--- src/rtl/branch_predictor_pkg.sv ---
// Shared definitions for the branch predictor: 2-bit saturating counter
// encodings and the default BTB depth.
package branch_predictor_pkg;

    typedef enum logic [1:0] {
        CTR_SNT = 2'b00,  // strongly not-taken
        CTR_WNT = 2'b01,  // weakly not-taken
        CTR_WT  = 2'b10,  // weakly taken
        CTR_ST  = 2'b11   // strongly taken
    } ctr_t;

    localparam int unsigned BP_ENTRIES = 16;

endpackage : branch_predictor_pkg

--- src/rtl/branch_predictor_sat_ctr2.sv ---
// bp_sat_ctr2: next-state logic for a 2-bit saturating direction counter.
// Purely combinational; load has priority over inc, inc over dec.
// Ports:
//   i_ctr      current counter value
//   i_inc      step towards strongly taken (saturates at CTR_ST)
//   i_dec      step towards strongly not-taken (saturates at CTR_SNT)
//   i_load     replace the counter with i_load_val
//   i_load_val value used on load
//   o_ctr      next counter value
module bp_sat_ctr2
    import branch_predictor_pkg::*;
(
    input  ctr_t i_ctr,
    input  logic i_inc,
    input  logic i_dec,
    input  logic i_load,
    input  ctr_t i_load_val,
    output ctr_t o_ctr
);

    always_comb begin
        o_ctr = i_ctr;
        if (i_load) begin
            o_ctr = i_load_val;
        end else if (i_inc) begin
            case (i_ctr)
                CTR_SNT: o_ctr = CTR_WNT;
                CTR_WNT: o_ctr = CTR_WT;
                default: o_ctr = CTR_ST;
            endcase
        end else if (i_dec) begin
            case (i_ctr)
                CTR_ST:  o_ctr = CTR_WT;
                CTR_WT:  o_ctr = CTR_WNT;
                default: o_ctr = CTR_SNT;
            endcase
        end
    end

endmodule : bp_sat_ctr2

--- src/rtl/branch_predictor.sv ---
// branch_predictor: direct-mapped BTB with 2-bit saturating counters that
// supplies PreBranch/PreAddr to the PC stage.
// Lookup is combinational from registered state; training is registered.
// Ports:
//   clk, rst         clock; synchronous active-low reset
//   ce               fetch enable (0 forces PreBranch=0)
//   PC               current fetch address (PC[1:0] ignored)
//   PreBranch        predict taken for PC
//   PreAddr          predicted target, 0 when PreBranch=0
//   upd_valid        EX reports a resolved control-flow instruction
//   upd_pc           PC of the resolved instruction
//   upd_taken        actual direction
//   upd_target       actual target
//   upd_pred         prediction carried with the instruction
//   upd_pred_addr    predicted target carried with the instruction
//   mispredict       one-cycle pulse after a mispredicted update
//   mispred_cnt      saturating misprediction count since reset
module branch_predictor
    import branch_predictor_pkg::*;
#(
    parameter int unsigned ENTRIES  = BP_ENTRIES,
    parameter int unsigned IDX_W    = 4,
    parameter logic [1:0]  CTR_INIT = 2'b10
) (
    input  logic        clk,
    input  logic        rst,
    input  logic        ce,
    input  logic [31:0] PC,
    output logic        PreBranch,
    output logic [31:0] PreAddr,
    input  logic        upd_valid,
    input  logic [31:0] upd_pc,
    input  logic        upd_taken,
    input  logic [31:0] upd_target,
    input  logic        upd_pred,
    input  logic [31:0] upd_pred_addr,
    output logic        mispredict,
    output logic [31:0] mispred_cnt
);

    localparam int unsigned TAG_W = 32 - IDX_W - 2;

    logic             r_valid  [ENTRIES];
    logic [TAG_W-1:0] r_tag    [ENTRIES];
    logic [31:0]      r_target [ENTRIES];
    ctr_t             r_ctr    [ENTRIES];

    logic        r_mispredict;
    logic [31:0] r_mispred_cnt;

    // Lookup path
    logic [IDX_W-1:0] w_idx;
    logic [TAG_W-1:0] w_tag;
    logic             w_hit;
    logic             w_pred_taken;

    assign w_idx        = PC[IDX_W+1:2];
    assign w_tag        = PC[31:IDX_W+2];
    assign w_hit        = ce && r_valid[w_idx] && (r_tag[w_idx] == w_tag);
    assign w_pred_taken = w_hit && r_ctr[w_idx][1];

    assign PreBranch = w_pred_taken;
    assign PreAddr   = w_pred_taken ? r_target[w_idx] : '0;

    // Update path
    logic [IDX_W-1:0] w_uidx;
    logic [TAG_W-1:0] w_utag;
    logic             w_uhit;
    logic             w_mispred;
    ctr_t             w_ctr_next;

    assign w_uidx = upd_pc[IDX_W+1:2];
    assign w_utag = upd_pc[31:IDX_W+2];
    assign w_uhit = r_valid[w_uidx] && (r_tag[w_uidx] == w_utag);

    // A correctly predicted direction can still be wrong on the target.
    assign w_mispred = upd_valid &&
                       ((upd_pred != upd_taken) ||
                        (upd_taken && upd_pred && (upd_pred_addr != upd_target)));

    bp_sat_ctr2 u_sat_ctr (
        .i_ctr      (r_ctr[w_uidx]),
        .i_inc      (w_uhit && upd_taken),
        .i_dec      (w_uhit && !upd_taken),
        .i_load     (!w_uhit && upd_taken),
        .i_load_val (ctr_t'(CTR_INIT)),
        .o_ctr      (w_ctr_next)
    );

    always_ff @(posedge clk) begin
        if (!rst) begin
            for (int unsigned i = 0; i < ENTRIES; i++) begin
                r_valid[i]  <= 1'b0;
                r_tag[i]    <= '0;
                r_target[i] <= '0;
                r_ctr[i]    <= CTR_WNT;
            end
        end else if (upd_valid) begin
            // Miss + not-taken leaves the entry untouched; every other case
            // writes the counter, and taken outcomes also refresh the target.
            if (w_uhit || upd_taken) begin
                r_ctr[w_uidx] <= w_ctr_next;
            end
            if (upd_taken) begin
                r_valid[w_uidx]  <= 1'b1;
                r_tag[w_uidx]    <= w_utag;
                r_target[w_uidx] <= upd_target;
            end
        end
    end

    always_ff @(posedge clk) begin
        if (!rst) begin
            r_mispredict  <= 1'b0;
            r_mispred_cnt <= '0;
        end else begin
            r_mispredict <= w_mispred;
            if (w_mispred && (r_mispred_cnt != '1)) begin
                r_mispred_cnt <= r_mispred_cnt + 32'd1;
            end
        end
    end

    assign mispredict  = r_mispredict;
    assign mispred_cnt = r_mispred_cnt;

    // Word-aligned addresses: the low two bits never participate.
    logic w_unused_lsbs;
    assign w_unused_lsbs = &{PC[1:0], upd_pc[1:0]};

endmodule : branch_predictor

--- config.mk ---
export PLATFORM = sky130hd
export DESIGN_NAME = branch_predictor
export DESIGN_NICKNAME = d
export VERILOG_FILES = /design/src/rtl/branch_predictor_pkg.sv /design/src/rtl/branch_predictor_sat_ctr2.sv /design/src/rtl/branch_predictor.sv
export SDC_FILE = /design/constraint.sdc
export NUM_CORES = 2
export LEC_CHECK = 0
export ABC_CLOCK_PERIOD_IN_PS = 8100
export BUFFER_PORTS_ARGS = -buffer_cell sky130_fd_sc_hd__buf_2
export CAP_MARGIN = 20
export CORE_MARGIN = 5
export CORE_UTILIZATION = 45
export CTS_CLUSTER_DIAMETER = 50
export DETAILED_ROUTE_END_ITERATION = 8
export SLEW_MARGIN = 15
export SYNTH_ARGS = -nofsm -noshare
export SYNTH_HDL_FRONTEND = slang
export SYNTH_HIERARCHICAL = 1
export SYNTH_SLANG_ARGS = --single-unit
--- constraint.sdc ---
create_clock -name clk -period 8.1 [get_ports clk]
set_input_delay 0.81 -clock clk [delete_from_list [all_inputs] [get_ports clk]]
set_output_delay 0.81 -clock clk [all_outputs]
set_load 0.05 [all_outputs]
# == After elaboration in Yosys (flattened, before gate mapping) ==
# Memory sizes are Yosys's and may differ from the RTL's.
# Index checks and enable logic that the tools add are counted.
# totals
reg_bits,33
ram_bits,976
mem_count,4
# classes
n_addsub,1
n_eq_ne,8
mux,27
n_reduce_logical,20
# memory_table
memory,words,width,rd,rd_clocked_by_memory_dff,write_ports,line_no,source
r_target,16,32,1,0,16,branch_predictor.sv:45,logic [31:0] r_target [ENTRIES];
r_tag,16,26,2,0,16,branch_predictor.sv:44,logic [TAG_W-1:0] r_tag [ENTRIES];
r_ctr,16,2,2,0,16,branch_predictor.sv:46,ctr_t r_ctr [ENTRIES];
r_valid,16,1,2,0,16,branch_predictor.sv:43,logic r_valid [ENTRIES];
# ops
operator,count
$mux 32,2
$eq 26x26->1,2
$add 32x1->32 const B,1
$ne 32x32->1,1
$ne 32x32->1 const B,1
$reduce_or 32->1,1
$mux 26,1
$reduce_or 26->1,1
$mux 4,4
$mux 1,14
$logic_and 1x1->1,11
$mux 2,4
$pmux 2 s2,2
$eq 2x2->1 const B,2
$eq 2x1->1 const B,1
$logic_not 1->1,2
$logic_not 2->1,1
$logic_or 1x1->1,2
$reduce_or 2->1,1
$ne 1x1->1,1
$reduce_or 1->1,1

# == Longest topological paths before layout ==
# An unclocked memory read counts as a cell.
# depth
word_depth,10
depth_mapped,19
depth_no_buf,13

# == By module ==
# Netlist, hierarchy kept.
# modules_own_cells
mod,instances,cells_each,area_each_um2,seq_area_each_um2
branch_predictor,1,3367,50303.2,29808.6
bp_sat_ctr2,1,11,67.6,0.0

# == Worst setup path after synthesis ==
# OpenSTA, ideal clock, no wires.
# synth_timing
kind,input port to flip-flop
from,in upd_pc[5]
to,"mem r_tag[0][0] (netlist bit), enable pin"
t_arrival_ns,6.537
t_required_ns,7.546
slack_ns,1.009
path_stages,9
n_path_buf,6
cell_sequence,buf_2 > buf_2 > buf_2 > buf_2 > buf_2 > nor2_1 > nand2_1 > clkbuf_1 > o21ai_0
# synth_rtl
element,line_no,source
start: declaration,branch_predictor.sv:32,"input logic [31:0] upd_pc,"
end: declaration,branch_predictor.sv:44,

# == Final worst setup path ==
# layout_timing
from,in PC[2]
to,out PreAddr[1]
# layout_via
elab_chain_cells,5
elab_cells_between_ends,9
cone_classes,eq/ne: 1; mux: 1; reduce/logical: 3; memory: 4
# layout_lines
element,line_no,source
start: declaration,branch_predictor.sv:28,"input logic [31:0] PC,"
$mem_v2 16x26 / $mem_v2 16x1 (equally long branches),--,
$eq 26x26->1 / $logic_and 1x1->1 (equally long branches),branch_predictor.sv:59,assign w_hit = ce && r_valid[w_idx] && (r_tag[w_idx] == w_tag);
$logic_and 1x1->1,branch_predictor.sv:59,
$logic_and 1x1->1,branch_predictor.sv:60,assign w_pred_taken = w_hit && r_ctr[w_idx][1];
$mux 32 *,branch_predictor.sv:63,assign PreAddr = w_pred_taken ? r_target[w_idx] : '0;
end: declaration,branch_predictor.sv:30,"output logic [31:0] PreAddr,"
# Mark *: on every way between the ends. The rest lies on a longest branch, timed or not.

==> metrics.md <==
| Metric | Value |
|---|---|
| CTS tree | done |
| Slew Limit Fails | 0 |
| Worst slew margin | 28.8% |
| Finish-stage setup viols | 0 |
| Initial antenna violation count | 15 |
| Post-CTS Repair Setup Buffers | 0 |
| DR iter-0 viols | 4044 |
| R2R Setup Slk | 3.54 ns |
| FF+latch count, synth | 1009 |
| Gates resized, CTS repair | 0 |
| Asr flop ratio synth | 0% |
| Syn_nets | 3514 |
| Avg Cell Area, Syn | 14.9 µm² |
| Die W | 345 µm |
| Synth Warn # | 6 |
| Grt ovf | 0 |
| Vias in the first global route | 32400 |
| DR WL/cell | 32.1 µm |
| Core area | 111000 µm² |
| H-Tree Depth | 3 |
| Final Hold Fails | 0 |
| First-pass GRT wire length | 233000 µm |
| Synthesized instance count | 3378 |
| Hold buffer count at CTS | 0 |
| Input/output buffers | 195 |
| Post-synth EDFFs | 960 |
| # IOs | 200 |
| Total power | 12.7 mW |
| Worst Hold Class | flop to flop |
| Post-layout util | 51.3% |
| Arr. time, crit path | 5.20 ns |
| Detailed-route vias per instance | 6.25 |
| Post-Place Setup Slack | 2.00 ns |
| # placed instances | 4813 |
| Largest cells by area after synthesis | edfxtp_1, mux4_2, and2_1 |
| Vias | 31600 |
| Synth-to-Final Area Change | 13.0% |
| Worst Clk Skew | 0.0401 ns |
| R2R depth | 12 |
| GRT Total Usage | 27.3% |
| Post-DP HPWL | 91500 µm |
| CP max FO | 69 |
| TNS Setup | 0 ns |
| Outcome | finished, final reports clean |
| Worst-path clk slew | 0.06 ns |
| Max-cap violation count | 0 |
| PwrDens | 224 nW/µm² |
| Setup crit start | PC[2] |
| Antenna viol nets, final | 0 |
| TritonRoute pass-1 iters | 5 |
| CTS Sinks | 1009 |
| Actual slew at the worst max-slew pin | 1.07 ns |
| Filler cell count in the final layout | 9129 |
| Synth top area share | 57.2% |
| Initial core utilization | 45.4% |
| Area leader, netlist | edfxtp_1 |
| Clock root buffer | clkbuf_16 |
| Nets | 3584 |
| Synthesized area | 50400 µm² |
| Final WL | 162000 µm |
| Clk_lat worst skew | 0.73 ns |
| Maximum clock frequency | 166 MHz |
| Die H | 345 µm |
| Non-Filler Instances | 5052 |
| Setup crit end | PreAddr[1] |
| WP data required | 7.29 ns |
| Fin Hold WS | 0.485 ns |
| Worst setup EP type | output port |
| Largest net degree at the start of global routing | 87 |
| Routability cong. | 0.887 |
| LEAKAGE | 19.5 nW |
| Synth unique cells | 61 |
| DP Area | 52900 µm² |
| Number of core rows | 122 |
| R2r endpoint | r_ctr[14][0]$_SDFFCE_PN1P_ |
| Worst vdd ir | 0.000183 V |
| Final period utilization | 74.3% |
| DRC | 0 |
| Layout cells sized above 1 | 25.3% |
| Critical Path Start Type | input port |
| Seq/Total Area, Yosys | 59.2% |
| Final worst path period need | 6.01 ns |
| Maximum clock path buffer count | 3 |
| CP Class | input port to output port |
| Finished Cell Area | 56900 µm² |
| Slack of the critical path | 2.09 ns |
| Reg-to-Reg Start | r_tag[15][8]$_SDFFCE_PN0P_ |
| RSZ-0062 raised after global routing | no |
| TritonCTS buffer count | 119 |
| DIE AREA | 119000 µm² |
| Synth Flop Type | edfxtp_1 |
[area by class of cell]
| type | instances | area, µm² | area share [%] |
|---|---|---|---|
| repair buffers | 280 | 1850 | 3.24 |
| clock buffers | 142 | 3090 | 5.42 |
| clock inverters | 84 | 885 | 1.55 |
| diodes | 11 | 27.5 | 0.0484 |
| flip-flops and latches | 1009 | 29800 | 52.4 |
| well taps | 1488 | 1860 | 3.27 |
| multi-input cells | 2016 | 19300 | 34.0 |
| inverters | 22 | 82.6 | 0.145 |
[Yosys cell counts (9+ instances only)]
library cell / number
a22oi_1: 27
buf_4: 16
mux2_2: 9
inv_1: 16
nor2_1: 50
buf_6: 14
mux2i_1: 96
buf_2: 40
a21o_1: 18
dfxtp_1: 49
nand2_1: 47
nor4_1: 31
nand3_1: 46
or4_1: 14
nor3_1: 143
edfxtp_1: 960
a21oi_1: 38
o21ai_0: 64
mux4_2: 379
xor2_1: 66
nor2b_1: 44
nand4_1: 15
or3_1: 27
buf_1: 17
and2_1: 788
xnor2_1: 25
clkbuf_1: 244
[power by group]
| part | internal (mW) | total, mW | switching, mW |
|---|---|---|---|
| clock network | 3.16 | 5.43 | 2.27 |
| logic | 0.494 | 1.24 | 0.742 |
| registers | 5.97 | 6.08 | 0.106 |
| total | 9.62 | 12.7 | 3.12 |
[cells in the final DEF (no fill, tap or decap), types with 18 or more instances in the layout]
master and instances:
edfxtp_1 960, a22oi_1 27, clkbuf_16 120, nor4_1 31
clkbuf_1 22, mux2i_1 96, nor3_1 142, nand2_1 44
or3_1 27, a21o_1 18, clkinv_1 28, buf_2 189
nor2b_1 44, a21oi_1 38, and2_1 788, nand3_1 45
xnor2_1 25, mux4_2 379, dfxtp_1 49, o21ai_0 50
xor2_1 66, buf_4 72, nor2_1 35
[flip-flops by register name (all words and copies together), names as in the netlist]
| register | flops |
|---|---|
| mispred_cnt | 32 |
| mispredict | 1 |
| r_ctr | 32 |
| r_tag | 416 |
| r_target | 512 |
| r_valid | 16 |
[worst min-delay path by stage]
stage               slack [ns]  cells past startpoint                  end                 from
floorplan                 0.43                      2  r_valid[10]$_DFF_P_  r_valid[10]$_DFF_P_
global placement          0.45                      2  r_valid[10]$_DFF_P_  r_valid[10]$_DFF_P_
detailed placement        0.47                      1   r_valid[1]$_DFF_P_   r_valid[1]$_DFF_P_
CTS                       0.48                      1   r_valid[1]$_DFF_P_   r_valid[1]$_DFF_P_
global route              0.50                      1   r_valid[5]$_DFF_P_   r_valid[5]$_DFF_P_
finish                    0.49                      1  r_valid[11]$_DFF_P_  r_valid[11]$_DFF_P_
[worst max-delay path, cell delays in order]
cell and delay, ns:
buf_8 0.51, buf_12 0.58, mux4_2 0.58, mux4_2 0.50, xor2_1 0.21, nor4_1 0.32
nand2_1 0.09, or4_4 0.80, nor2b_1 0.31, buf_2 0.31
[metal layers]
layer / part of all wire (%) / vias to the layer above / GRT usage [%]
met5: 0 / - / 0
met4: 3.6 / 0 / 9.51
met3: 9.8 / 314 / 5.56
met2: 48 / 1752 / 44.6
met1: 38 / 16500 / 36.9
li1: - / 13000 / -
[logic make-up after synthesis]
kind of cell	Yosys count	share of synthesized area, %
adder cells (fa/ha/maj)	2	0.0497
XOR/XNOR	91	1.58
multiplexers	484	19.1
AO/OA/AOI/OAI	211	2.73
flip-flops	1009	59.2
AND/OR/NAND/NOR	1226	14.3
buffers and inverters	353	3.06
other	2	0.0149
(Power assumes the default switching activity.)
